==> src/rtl/mul_error_monitor_pkg.sv <==
// Shared types and width helpers for the multiplier error-metric monitors.
// The state encoding and derived widths live here so every monitor variant agrees on them.
package mul_metrics_pkg;

    typedef enum logic [1:0] {
        IDLE,
        RUN,
        DRAIN,
        DONE
    } state_t;

    function automatic int pw_f(input int width);
        return 2 * width;
    endfunction

    // N samples of at most 2^PW-1 each fit in PW+SAMPLES_LOG2 bits
    function automatic int sum_w_f(input int width, input int slog2);
        return 2 * width + slog2;
    endfunction

    function automatic int cnt_w_f(input int slog2);
        return slog2 + 1;
    endfunction

endpackage

==> src/rtl/mul_error_monitor_if.sv <==
// Sample input bus: operands plus the approximate product, with a valid/ready handshake.
interface mul_error_monitor_if #(
    parameter int WIDTH = 6
) ();
    localparam int PW = 2 * WIDTH;

    logic             in_valid;
    logic             in_ready;
    logic [WIDTH-1:0] op_a;
    logic [WIDTH-1:0] op_b;
    logic [PW-1:0]    approx_prod;

    modport master (
        output in_valid,
        output op_a,
        output op_b,
        output approx_prod,
        input  in_ready
    );

    modport slave (
        input  in_valid,
        input  op_a,
        input  op_b,
        input  approx_prod,
        output in_ready
    );
endinterface

==> src/rtl/mul_error_monitor_err_dist.sv <==
// Combinational error distance |a*b - approx| between the exact and the approximate product.
module mul_err_dist
    import mul_metrics_pkg::*;
#(
    parameter int WIDTH = 6
) (
    input  logic [WIDTH-1:0]       op_a,
    input  logic [WIDTH-1:0]       op_b,
    input  logic [pw_f(WIDTH)-1:0] approx_prod,
    output logic [pw_f(WIDTH)-1:0] ed
);
    localparam int PW = pw_f(WIDTH);

    logic [PW-1:0] w_exact;
    logic          w_exact_ge;

    assign w_exact    = op_a * op_b;
    // the comparison plays the role of the sign bit of a PW+1 bit difference
    assign w_exact_ge = (w_exact >= approx_prod);
    assign ed         = w_exact_ge ? (w_exact - approx_prod) : (approx_prod - w_exact);
endmodule

==> src/rtl/mul_error_monitor.sv <==
// Accumulates error count, sum and maximum of the error distance over a run of 2^SAMPLES_LOG2 samples.
// Two-stage pipeline: S1 registers the error distance, S2 folds it into the running metrics.
module mul_error_monitor
    import mul_metrics_pkg::*;
#(
    parameter int WIDTH        = 6,
    parameter int SAMPLES_LOG2 = 8
) (
    input  logic                                    clk,
    input  logic                                    rst,
    input  logic                                    start,
    mul_error_monitor_if.slave                      smp,
    output logic                                    busy,
    output logic                                    done,
    output logic [cnt_w_f(SAMPLES_LOG2)-1:0]        err_count,
    output logic [sum_w_f(WIDTH, SAMPLES_LOG2)-1:0] err_sum,
    output logic [pw_f(WIDTH)-1:0]                  err_max
);
    localparam int PW = pw_f(WIDTH);
    localparam int SW = sum_w_f(WIDTH, SAMPLES_LOG2);
    localparam int CW = cnt_w_f(SAMPLES_LOG2);
    localparam int N  = 1 << SAMPLES_LOG2;
    localparam logic [CW-1:0] LAST_IDX = CW'(N - 1);

    state_t        r_state;
    state_t        w_state_next;
    logic [CW-1:0] r_sample_cnt;
    logic          r_s1_valid;
    logic [PW-1:0] r_s1_ed;
    logic [CW-1:0] r_err_count;
    logic [SW-1:0] r_err_sum;
    logic [PW-1:0] r_err_max;
    logic [PW-1:0] w_ed;
    logic          w_accept;
    logic          w_clear;
    logic          w_in_ready;
    logic          w_busy;
    logic          w_done;

    mul_err_dist #(.WIDTH(WIDTH)) u_err_dist (
        .op_a       (smp.op_a),
        .op_b       (smp.op_b),
        .approx_prod(smp.approx_prod),
        .ed         (w_ed)
    );

    assign w_accept = smp.in_valid && (r_state == RUN);

    always_comb begin
        w_state_next = r_state;
        w_in_ready   = 1'b0;
        w_busy       = 1'b0;
        w_done       = 1'b0;
        w_clear      = 1'b0;
        case (r_state)
            IDLE: begin
                if (start) begin
                    w_clear      = 1'b1;
                    w_state_next = RUN;
                end
            end
            RUN: begin
                w_in_ready = 1'b1;
                w_busy     = 1'b1;
                if (w_accept && (r_sample_cnt == LAST_IDX)) begin
                    w_state_next = DRAIN;
                end
            end
            DRAIN: begin
                w_busy = 1'b1;
                // S2 commits in the same cycle S1 empties, so metrics are final one cycle later
                if (!r_s1_valid) begin
                    w_state_next = DONE;
                end
            end
            DONE: begin
                w_done       = 1'b1;
                w_state_next = IDLE;
            end
            default: w_state_next = IDLE;
        endcase
    end

    always_ff @(posedge clk) begin
        if (rst) begin
            r_state      <= IDLE;
            r_sample_cnt <= '0;
            r_s1_valid   <= 1'b0;
            r_s1_ed      <= '0;
            r_err_count  <= '0;
            r_err_sum    <= '0;
            r_err_max    <= '0;
        end else begin
            r_state    <= w_state_next;
            r_s1_valid <= w_accept;
            if (w_accept) begin
                r_s1_ed <= w_ed;
            end
            if (w_clear) begin
                r_sample_cnt <= '0;
                r_err_count  <= '0;
                r_err_sum    <= '0;
                r_err_max    <= '0;
            end else begin
                if (w_accept) begin
                    r_sample_cnt <= r_sample_cnt + 1'b1;
                end
                if (r_s1_valid) begin
                    r_err_sum   <= r_err_sum + SW'(r_s1_ed);
                    r_err_count <= r_err_count + CW'(r_s1_ed != '0);
                    if (r_s1_ed > r_err_max) begin
                        r_err_max <= r_s1_ed;
                    end
                end
            end
        end
    end

    assign smp.in_ready = w_in_ready;
    assign busy         = w_busy;
    assign done         = w_done;
    assign err_count    = r_err_count;
    assign err_sum      = r_err_sum;
    assign err_max      = r_err_max;
endmodule

==> src/flat_wrapper.sv <==
// flat-port wrapper written by rule: the top's interface ports become plain ports
module mul_error_monitor_flat import mul_metrics_pkg::*;
#(
    parameter int WIDTH        = 6,
    parameter int SAMPLES_LOG2 = 8
)
  (clk, rst, start, busy, done, err_count, err_sum, err_max, smp_in_valid, smp_op_a, smp_op_b, smp_approx_prod, smp_in_ready);
  mul_error_monitor_if #(.WIDTH(WIDTH)) smp_i ();
  input  logic clk;
  input  logic rst;
  input  logic start;
  output logic busy;
  output logic done;
  output logic [cnt_w_f(SAMPLES_LOG2)-1:0] err_count;
  output logic [sum_w_f(WIDTH, SAMPLES_LOG2)-1:0] err_sum;
  output logic [pw_f(WIDTH)-1:0] err_max;
  input wire logic [$bits(smp_i.in_valid)-1:0] smp_in_valid;
  input wire logic [$bits(smp_i.op_a)-1:0] smp_op_a;
  input wire logic [$bits(smp_i.op_b)-1:0] smp_op_b;
  input wire logic [$bits(smp_i.approx_prod)-1:0] smp_approx_prod;
  output wire logic [$bits(smp_i.in_ready)-1:0] smp_in_ready;
  assign smp_i.in_valid = smp_in_valid;
  assign smp_i.op_a = smp_op_a;
  assign smp_i.op_b = smp_op_b;
  assign smp_i.approx_prod = smp_approx_prod;
  assign smp_in_ready = smp_i.in_ready;
  mul_error_monitor #(.WIDTH(WIDTH), .SAMPLES_LOG2(SAMPLES_LOG2)) u_core (.clk(clk), .rst(rst), .start(start), .smp(smp_i), .busy(busy), .done(done), .err_count(err_count), .err_sum(err_sum), .err_max(err_max));
endmodule
==> config.mk <==
export PLATFORM = sky130hd
export DESIGN_NAME = mul_error_monitor_flat
export DESIGN_NICKNAME = d
export VERILOG_FILES = /design/src/rtl/mul_error_monitor_pkg.sv /design/src/rtl/mul_error_monitor_if.sv /design/src/rtl/mul_error_monitor_err_dist.sv /design/src/rtl/mul_error_monitor.sv /design/src/flat_wrapper.sv
export SDC_FILE = /design/constraint.sdc
export NUM_CORES = 1
export LEC_CHECK = 0
export ABC_AREA = 1
export CAP_MARGIN = 40
export CORE_MARGIN = 2
export CORE_UTILIZATION = 45
export DETAILED_ROUTE_END_ITERATION = 8
export HOLD_SLACK_MARGIN = 0.08
export PLACE_DENSITY = 0.66
export SYNTH_ARGS = -nofsm -noshare
export SYNTH_HDL_FRONTEND = slang
export SYNTH_SLANG_ARGS = --single-unit
==> constraint.sdc <==
create_clock -name clk -period 11.9 [get_ports clk]
set_clock_uncertainty 0.15 [all_clocks]
set_input_delay 2.975 -clock clk [delete_from_list [all_inputs] [get_ports clk]]
set_output_delay 2.975 -clock clk [all_outputs]
set_load 0.02 [all_outputs]
==> results of run 1 <==
## state kept, by name (all words and copies together), names as in the netlist
signal               flops
u_core.err_max          12
u_core.r_s1_ed          12
u_core.r_sample_cnt      9
u_core.err_count         9
u_core.r_state           2
u_core.r_s1_valid        1
u_core.err_sum          20
## per-layer routing
metal	routed length, um	track usage [%]	part of all wire, %	vias up
li1	-	-	-	3171
met1	7050	27.3	48	2637
met2	7040	36.4	48	98
met3	462	3.21	3.1	20
met4	221	5.60	1.5	0
met5	0	0	0	-
## metrics by stage
step	utilization, %	instance area (um^2)	total power, uW	hold WS [ns]	worst slack [ns]
after global placement	51.8	7160	1020	0.316	3.75
final	54.0	7470	1290	0.327	4.00
after detailed placement	51.8	7160	1020	0.321	3.66
after global routing	54.0	7470	1420	0.336	3.51
after floorplan	-	6320	854	0.293	4.66
after CTS	54.0	7470	1290	0.329	4.00
## power groups by stage
stage          registers (uW)  clock network [uW]  logic, uW
6_report                  268                 268        750
5_1_grt                   271                 284        864
4_1_cts                   268                 274        752
3_5_place_dp              272                   0        747
3_3_place_gp              272                   0        745
2_1_floorplan             270                   0        584
## area by class of cell
cell class,count,area [um^2]
Inverter,185,697
Clock inverter,6,67.6
Fill cell,1349,6360
Timing Repair Buffer,73,726
Multi-Input combinational cell,697,4210
Tap cell,180,225
Sequential cell,65,1300
Clock buffer,10,239
## kinds of logic (layout without fill, tap and decap cells)
kind of cell,count (synthesis),after routing,synth area share [%]
flops,65,65,20.6
simple gates,459,459,30.9
buf+inv,206,274,12.9
xor+xnor,23,23,3.18
compound gates,119,119,11.1
fa+ha+maj,96,96,21.4
## critical path: cells and delay by family
family / cells / cell delay [ns]
and+or+nand+nor: 6 / 0.69
adders and majority gates: 5 / 2.20
xor gates and xnor gates: 1 / 0.21
buffers and inverters: 7 / 0.95
AOI/OAI and AO/OA: 5 / 0.93
## how the worst max path moves through the flow
stage | cells past startpoint | endpoint | slack, ns
after CTS | 25 | u_core.r_s1_ed[9] | 4.00
after floorplan | 24 | u_core.r_s1_ed[10] | 4.66
after global routing | 25 | u_core.r_s1_ed[10] | 3.51
after global placement | 25 | u_core.r_s1_ed[10] | 3.75
after detailed placement | 24 | u_core.r_s1_ed[6] | 3.66
final | 24 | u_core.r_s1_ed[5] | 4.00
## cell usage in the layout, fill, tap and decap left out, drive strengths merged, types with 20 or more instances in the layout
master / count
a21oi: 61
clkdlybuf4s50: 71
dfxtp: 65
fa: 20
ha: 76
inv: 184
nand2: 241
nand3: 64
nor2: 114
o21ai: 36
==> metrics.yaml, run 1 <==
run_status:
  outcome: "completed"
pwr:
  power_per_cell_area_nw_per_um2: 172
  p_leak_uw: 0.00380
  netSwitchingFraction_pct: 46.5
  seq_power_share_pct: 20.8
  comb_power_share_pct: 58.3
  p_clk_share_pct: 20.8
  ir_drop_mv: 0.103
  p_switching_uw: 597
  p_int_uw: 688
die:
  design.die.area_um2: 15000
  initial_core_util_pct: 45.7
  rows: 43
  chipHeight_um: 123
  top_level_ports: 72
  design.core.area_um2: 13800
  die_w_um: 123
setup_path:
  regToRegSetupSlack_ns: 9.48
  worst_path_max_delay_cell: "sky130_fd_sc_hd__clkdlybuf4s50_1"
  cp.arrival_ns: 7.98
  setup.worst_path.start: "smp_op_b[4]"
  critical-path-top-cell-by-count: "sky130_fd_sc_hd__inv_1"
  worstRegToRegCells: 8
  crit_required_ns: 11.98
  critical_path_peak_fanout: 11
  critical_path_end_type: "flop"
  max_stage_delay_on_crit_path_ns: 0.59
  r2r-end: "u_core.r_s1_ed[6]"
  cp_cell_sequence: "clkdlybuf4s50_1 > nand2_1 > inv_1 > fa_1 > fa_1 > inv_1 > fa_1 > inv_1 > ha_1 > nand2_1 > o21ai_0 > a21oi_1 > o21bai_1 > xor2_1 > inv_1 > ha_1 > inv_2 > o21bai_1 > a21oi_4 > nand3_2 > nand2_1 > nand3_1 > nand2_1 > inv_1"
  crit_path_start_kind: "input port"
  crit_type: "input port to flop"
  r2r_start: "u_core.r_state[1]"
min_path:
  hold_start: "u_core.r_sample_cnt[4]"
  timing.hold.worst_endpoint: "u_core.r_sample_cnt[4]"
  min_delay_path_depth: 1
  hold_class: "flop to flop"
placed_design:
  dp.final_hpwl_um: 11900
  post-place-cells: 1200
  placement.io_buffers: 71
  final_wtd_congestion: 0.926
final_layout:
  finish.cell_count_without_fillers: 1216
  num-nets-final: 1155
  layout-drive-gt1-share_pct: 4.15
  antennaDiodeCount: 0
  flow.area_growth_from_synthesis_pct: 18.0
logic_synthesis:
  syn_inst: 968
  synth_edf_count: 0
  ys.flop_type: "sky130_fd_sc_hd__dfxtp_1"
  async_reset_ff_share_pct: 0
  syn-num-nets: 1092
  synthTopCellsByArea: "sky130_fd_sc_hd__dfxtp_1 21%, sky130_fd_sc_hd__ha_1 15%, sky130_fd_sc_hd__nand2_1 14%"
  synth.lib_cells_used.distinct: 41
  synth_top_cell_area_share_pct: 20.6
  ys_warns: 0
  syn-mean-instance-area_um2: 6.53
  yosys_register_bits: 65
  yosysSeqAreaShare_pct: 20.6
  synth_area_leader_cell: "sky130_fd_sc_hd__dfxtp_1"
  yosysMostFrequentCell: "sky130_fd_sc_hd__nand2_1"
  ys_top_cells_by_count: "234 x sky130_fd_sc_hd__nand2_1, 181 x sky130_fd_sc_hd__inv_1, 111 x sky130_fd_sc_hd__nor2_1"
  syn-cell-area_um2: 6320
clock_tree:
  cts_root_buf: "sky130_fd_sc_hd__clkbuf_16"
  numCtsBuffers: 9
  clk-insertion-delay-late_ns: 0.33
  cts_setup_buffers: 0
  cts-root-to-sink-buffers: 2
  tritoncts: "done"
  ctsResizeCount: 0
  clkTransAtPathRegs_ns: 0.05
  htree_levels: 3
  cts_sinks: 65
  cts.hold.buffers_added: 0
timing:
  hold_violations: 0
  fin_setup_tns_ns: 0
  final_min_period_ns: 7.90
  slew_violations: 0
  unrepaired_setup_endpoints_after_global_routing: "false"
  setup-violations-final: 0
  maxClockFrequency_ghz: 0.127
  finalCritPeriodShare_pct: 66.4
  max_slew.worst_pin.slew_ns: 0.715
  slew_headroom_pct: 52.0
global_route:
  global_route.overflow_total: 0
  antenna_found_initial: 0
  grt_pass1_wl_um: 25800
  grt.total_usage_pct: 21.1
  maximum_number_of_pins_on_one_net_before_global_route_repair: 35
  number_of_global_route_vias_before_repair: 5591
job:
  maxCapViolations: 0
routing:
  wl_um: 14800
  post_drt_via_cell_ratio: 4.87
  route.antenna.remaining_nets: 0
  dr.first_iter.drc_count: 308
  drt_drc_violations_left: 0
  post_drt_wl_per_cell_um: 12.2
  routed-via-count: 5926
  first_pass_iters: 5
Note: power is estimated with default switching activity, not from simulation.
==> inputs of run 2 (changes only) <==
clock period = 7.42 ns   (was 11.9 ns; I/O delays follow)
==> metrics.yaml, run 2 (synthesis gave the netlist of run 1 again) <==
run_status:
  outcome: "completed"
global_route:
  maximum_number_of_pins_on_one_net_before_global_route_repair: 35  # unchanged
  grt.total_usage_pct: 20.9  # -0.17 points
  number_of_global_route_vias_before_repair: 5619  # +0.50%
  grt_pass1_wl_um: 25600  # -0.67%
  global_route.overflow_total: 0  # unchanged
  antenna_found_initial: 0  # unchanged
routing:
  wl_um: 14800  # about the same
  dr.first_iter.drc_count: 328  # +6.5%
  routed-via-count: 5961  # +0.59%
  route.antenna.remaining_nets: 0  # unchanged
  post_drt_wl_per_cell_um: 12.1  # about the same
  drt_drc_violations_left: 0  # unchanged
  post_drt_via_cell_ratio: 4.90  # +0.59%
  first_pass_iters: 5  # unchanged
final_layout:
  layout_common_cells: "234 x sky130_fd_sc_hd__nand2_1, 181 x sky130_fd_sc_hd__inv_1, 111 x sky130_fd_sc_hd__nor2_1, 76 x sky130_fd_sc_hd__ha_1, 71 x sky130_fd_sc_hd__clkdlybuf4s50_1"
  flow.area_growth_from_synthesis_pct: 18.3
  layout-drive-gt1-share_pct: 4.05  # -0.097 points
  final_common_cell: "sky130_fd_sc_hd__nand2_1"
  fill_cells: 1367  # +1.3%
  num-nets-final: 1155  # unchanged
  utilization_pct: 54.1  # +0.11 points
  antennaDiodeCount: 0  # unchanged
  largest_reg_flops: 20  # unchanged
clock_tree:
  cts_sinks: 65  # unchanged
  clk-insertion-delay-late_ns: 0.33  # about the same
  numCtsBuffers: 9  # unchanged
  clkTransAtPathRegs_ns: 0.05  # about the same
  cts-root-to-sink-buffers: 2  # unchanged
  ctsResizeCount: 0  # unchanged
  tritoncts: "done"
  htree_levels: 3  # unchanged
  cts.hold.buffers_added: 0  # unchanged
  cts_root_buf: "sky130_fd_sc_hd__clkbuf_16"
  cts_setup_buffers: 0  # unchanged
timing:
  final_min_period_ns: 6.79
  max_slew.worst_pin.slew_ns: 0.723  # +0.00815 ns
  finalCritPeriodShare_pct: 91.5
  slew_violations: 0  # unchanged
  hold_violations: 0  # unchanged
  unrepaired_setup_endpoints_after_global_routing: "false"
  setup-violations-final: 0  # unchanged
  fin_setup_tns_ns: 0  # unchanged
  maxClockFrequency_ghz: 0.147
  slew_headroom_pct: 51.5  # -0.55 points
setup_path:
  critical_path_peak_fanout: 11  # unchanged
  crit_required_ns: 7.49  # -4.49 ns
  cp.arrival_ns: 6.86  # -1.12 ns
  critical_path_end_type: "flop"
  regToRegSetupSlack_ns: 5.03  # -4.45 ns
  crit_type: "input port to flop"
  r2r-end: "u_core.r_s1_ed[6]"
  crit_path_start_kind: "input port"
  worstRegToRegCells: 8  # unchanged
  r2r_start: "u_core.r_state[1]"
placed_design:
  dp.final_hpwl_um: 11900  # +0.40%
  placement.io_buffers: 71  # unchanged
  final_wtd_congestion: 0.926  # about the same
min_path:
  hold_start: "u_core.r_sample_cnt[3]"
  hold_class: "flop to flop"
  timing.hold.worst_endpoint: "u_core.r_sample_cnt[3]"
  min_delay_path_depth: 1  # unchanged
die:
  design.core.area_um2: 13800  # unchanged
  top_level_ports: 72  # unchanged
  design.die.area_um2: 15000  # unchanged
  chipHeight_um: 123  # unchanged
  initial_core_util_pct: 45.7  # unchanged
  rows: 43  # unchanged
  die_w_um: 123  # unchanged
pwr:
  ir_drop_mv: 0.164  # +60%
  power_per_cell_area_nw_per_um2: 279  # +62%
  p_leak_uw: 0.00381  # +0.11%
job:
  maxCapViolations: 0  # unchanged
run 2: changes by cell type in the layout (fill, tap and decap cells not counted), sizes merged:
cell,delta
bufinv,+1
clkinv,-1
run 2: area by class of cell:
type / instances / area (um^2) / area share [%]
multi-input combinational: 697 / 4210 / 56.3
sequential: 65 / 1300 / 17.4
timing repair buffer: 73 / 726 / 9.70
inverter: 185 / 697 / 9.32
clock buffer: 10 / 229 / 3.06
tap: 180 / 225 / 3.01
clock inverter: 6 / 92.6 / 1.24
run 2: metal layers:
metal | vias to the layer above | track usage [%] | routed length (um)
met3 | 18 | 3.21 | 427
met1 | 2672 | 27.4 | 7100
met4 | 0 | 5.32 | 206
met2 | 99 | 35.8 | 7030
met5 | - | 0 | 0
li1 | 3172 | - | -
run 2: where the power goes:
part	internal (uW)	switching, uW	total [uW]
combinational	450	753	1200
sequential	385	43.7	428
clock	295	161	456
total	1130	957	2090
run 2: worst max path at each step:
stage	from	to	slack [ns]	cells after the start
after floorplan	smp_op_a[1]	u_core.r_s1_ed[10]	1.30	24
after global placement	smp_op_a[3]	u_core.r_s1_ed[10]	0.39	25
after detailed placement	smp_op_a[0]	u_core.r_s1_ed[8]	0.31	22
after CTS	smp_op_a[0]	u_core.r_s1_ed[9]	0.65	22
after global routing	smp_op_a[2]	u_core.r_s1_ed[11]	0.14	28
final	smp_op_a[1]	u_core.r_s1_ed[9]	0.63	24
run 2: critical path, cell delays in order:
cell	delay (ns)
sky130_fd_sc_hd__clkdlybuf4s50_1	0.52
sky130_fd_sc_hd__nand2_1	0.12
sky130_fd_sc_hd__inv_1	0.06
sky130_fd_sc_hd__fa_1	0.51
sky130_fd_sc_hd__fa_1	0.55
sky130_fd_sc_hd__inv_1	0.05
sky130_fd_sc_hd__fa_1	0.52
sky130_fd_sc_hd__inv_1	0.04
sky130_fd_sc_hd__ha_1	0.31
sky130_fd_sc_hd__nand2_1	0.06
sky130_fd_sc_hd__o21ai_0	0.34
sky130_fd_sc_hd__a21oi_1	0.11
sky130_fd_sc_hd__o21bai_1	0.17
sky130_fd_sc_hd__xor2_1	0.21
sky130_fd_sc_hd__inv_1	0.07
sky130_fd_sc_hd__ha_1	0.36
sky130_fd_sc_hd__inv_2	0.10
sky130_fd_sc_hd__o21bai_1	0.13
sky130_fd_sc_hd__a21oi_4	0.19
sky130_fd_sc_hd__nand3_2	0.25
sky130_fd_sc_hd__nand2_1	0.14
sky130_fd_sc_hd__nand3_1	0.08
sky130_fd_sc_hd__nand2_1	0.08
sky130_fd_sc_hd__inv_1	0.03
run 2: through the flow:
| step | cells | hold slack (ns) | setup slack (ns) | instance area (um^2) | power, uW |
|---|---|---|---|---|---|
| 5_1_grt | 1216 | 0.362 | 0.139 | 7480 | 2290 |
| 6_report | 1216 | 0.331 | 0.632 | 7480 | 2090 |
| 3_5_place_dp | 1200 | 0.327 | 0.309 | 7160 | 1630 |
| 2_1_floorplan | 968 | 0.293 | 1.30 | 6320 | 1370 |
| 3_3_place_gp | 1200 | 0.316 | 0.392 | 7160 | 1630 |
| 4_1_cts | 1216 | 0.336 | 0.645 | 7480 | 2100 |
==> inputs of run 3 (changes only) <==
CORE_UTILIZATION = 30   (was 45)
MAX_ROUTING_LAYER = met4   (was not set)
PLACE_DENSITY = not set   (was 0.66)
==> metrics.yaml, run 3 (synthesis gave the netlist of run 1 again) <==
run_status:
  outcome: "completed"
die:
  die_w_um: 149  # +22%
  rows: 53  # +23%
  chipHeight_um: 149  # +22%
  design.die.area_um2: 22300  # +48%
  initial_core_util_pct: 30.3  # -15 points
  top_level_ports: 72  # unchanged
  design.core.area_um2: 20900  # +51%
final_layout:
  flow.area_growth_from_synthesis_pct: 20.4
  sequential_cell_area_um2: 1300  # unchanged
  antennaDiodeCount: 0  # unchanged
  utilization_pct: 36.5  # -18 points
  largest_reg_flops: 20  # unchanged
  layout-drive-gt1-share_pct: 4.24  # +0.19 points
  final_common_cell: "sky130_fd_sc_hd__nand2_1"
  fill_cells: 2269  # +66%
  num-nets-final: 1156  # +0.087%
  multi_input_comb_area_um2: 4210  # unchanged
  layout_common_cells: "234 x sky130_fd_sc_hd__nand2_1, 181 x sky130_fd_sc_hd__inv_1, 111 x sky130_fd_sc_hd__nor2_1, 76 x sky130_fd_sc_hd__ha_1, 71 x sky130_fd_sc_hd__clkdlybuf4s50_1"
routing:
  wl_um: 15000  # +1.6%
  post_drt_wl_per_cell_um: 11.4  # -5.8%
  dr.first_iter.drc_count: 293  # -11%
  drt_drc_violations_left: 0  # unchanged
  first_pass_iters: 5  # unchanged
  route.antenna.remaining_nets: 0  # unchanged
  post_drt_via_cell_ratio: 4.52  # -7.7%
  routed-via-count: 5936  # -0.42%
global_route:
  grt_use_met1_pct: 18.3  # -9.1 points
  grt_util_met3_pct: 1.74  # -1.5 points
  number_of_global_route_vias_before_repair: 5644  # +0.44%
  grt_pass1_wl_um: 25600  # +0.19%
  global_route.overflow_total: 0  # unchanged
  busiest_layer: "met2"
  antenna_found_initial: 0  # unchanged
  grt.total_usage_pct: 14.4  # -6.5 points
  maximum_number_of_pins_on_one_net_before_global_route_repair: 35  # unchanged
  met2_usage_pct: 24.6  # -11 points
setup_path:
  critical_path_peak_fanout: 6  # -5
  critical_path_end_type: "flop"
  crit_path_start_kind: "input port"
  cp.arrival_ns: 6.87  # about the same
  crit_required_ns: 7.49  # about the same
  crit_type: "input port to flop"
clock_tree:
  tritoncts: "done"
  ctsResizeCount: 0  # unchanged
  cts_sinks: 65  # unchanged
  cts-root-to-sink-buffers: 2  # unchanged
  htree_levels: 3  # unchanged
  cts_root_buf: "sky130_fd_sc_hd__clkbuf_16"
  numCtsBuffers: 9  # unchanged
  cts.hold.buffers_added: 0  # unchanged
  cts_setup_buffers: 0  # unchanged
  clk-insertion-delay-late_ns: 0.33  # about the same
  clkTransAtPathRegs_ns: 0.05  # about the same
timing:
  unrepaired_setup_endpoints_after_global_routing: "false"
  hold_violations: 0  # unchanged
  max_slew.worst_pin.slew_ns: 0.750  # +0.0268 ns
  slew_violations: 0  # unchanged
  fin_setup_tns_ns: 0  # unchanged
  maxClockFrequency_ghz: 0.147  # about the same
  finalCritPeriodShare_pct: 91.5  # about the same
  slew_headroom_pct: 49.7  # -1.8 points
  final_min_period_ns: 6.79  # +0.00362 ns
  setup-violations-final: 0  # unchanged
placed_design:
  placement.io_buffers: 71  # unchanged
  dp.final_hpwl_um: 12000  # +0.93%
  final_wtd_congestion: 0.882  # -4.8%
pwr:
  power_per_cell_area_nw_per_um2: 276  # -1.2%
  ir_drop_mv: 0.104  # -36%
  p_leak_uw: 0.00382  # +0.46%
job:
  maxCapViolations: 0  # unchanged
min_path:
  hold_class: "flop to flop"
[run 3: changes by cell type in the layout (fill, tap and decap cells not counted), sizes merged]
cell	delta
clkinvlp	-1
clkbuf	+1
buf	+1
[run 3: per-layer routing]
layer	wire, um	up-vias
met5	0	-
met4	93	0
met3	470	11
met2	7060	86
met1	7380	2667
li1	-	3172
[run 3: through the flow]
stage	hold WS [ns]	setup slack, ns	power, uW	instances	instance area [um^2]
CTS	0.325	0.651	2120	1312	7620
global placement	0.308	0.376	1630	1296	7290
global route	0.354	0.173	2310	1312	7620
floorplan	0.293	1.30	1370	968	6320
finish	0.320	0.628	2100	1312	7620
detailed placement	0.314	0.308	1640	1296	7290
[run 3: power by group]
part / switching (uW) / internal, uW / leakage [uW]
Combinational: 749 / 450 / 0.00314
Sequential: 47.0 / 385 / 0.000526
Clock: 156 / 311 / 0.000162
[run 3: final cells by class]
class | count | share of cell area, %
multi-input cells | 697 | 55.3
flip-flops and latches | 65 | 17.1
repair buffers | 74 | 9.63
inverters | 185 | 9.15
well taps | 275 | 4.52
clock buffers | 11 | 3.32
clock inverters | 5 | 1.02
[run 3: path summary, 6_finish.rpt]
kind,from,end,slack (ns),cells after the start
hold reg to reg,u_core.r_sample_cnt[3],u_core.r_sample_cnt[3],0.32,1
setup / recovery,smp_op_a[1],u_core.r_s1_ed[10],0.63,25
setup reg to reg,u_core.r_state[1],u_core.r_sample_cnt[8],5.02,6
hold / removal,u_core.r_sample_cnt[3],u_core.r_sample_cnt[3],0.32,1
[run 3: critical path, stage by stage]
cell	delay [ns]
sky130_fd_sc_hd__clkdlybuf4s50_1	0.52
sky130_fd_sc_hd__nand2_1	0.12
sky130_fd_sc_hd__inv_1	0.06
sky130_fd_sc_hd__fa_1	0.50
sky130_fd_sc_hd__fa_1	0.54
sky130_fd_sc_hd__inv_1	0.05
sky130_fd_sc_hd__fa_1	0.53
sky130_fd_sc_hd__inv_1	0.04
sky130_fd_sc_hd__ha_1	0.32
sky130_fd_sc_hd__nand2_1	0.06
sky130_fd_sc_hd__o21ai_0	0.35
sky130_fd_sc_hd__a21oi_1	0.12
sky130_fd_sc_hd__o21bai_1	0.18
sky130_fd_sc_hd__xor2_1	0.20
sky130_fd_sc_hd__inv_1	0.06
sky130_fd_sc_hd__ha_1	0.39
sky130_fd_sc_hd__nand2_1	0.13
sky130_fd_sc_hd__nor2_1	0.26
sky130_fd_sc_hd__nand3_1	0.16
sky130_fd_sc_hd__nand4_1	0.12
sky130_fd_sc_hd__nand2_1	0.06
sky130_fd_sc_hd__nand2_1	0.06
sky130_fd_sc_hd__nand3_1	0.07
sky130_fd_sc_hd__nand2_1	0.08
sky130_fd_sc_hd__inv_1	0.03
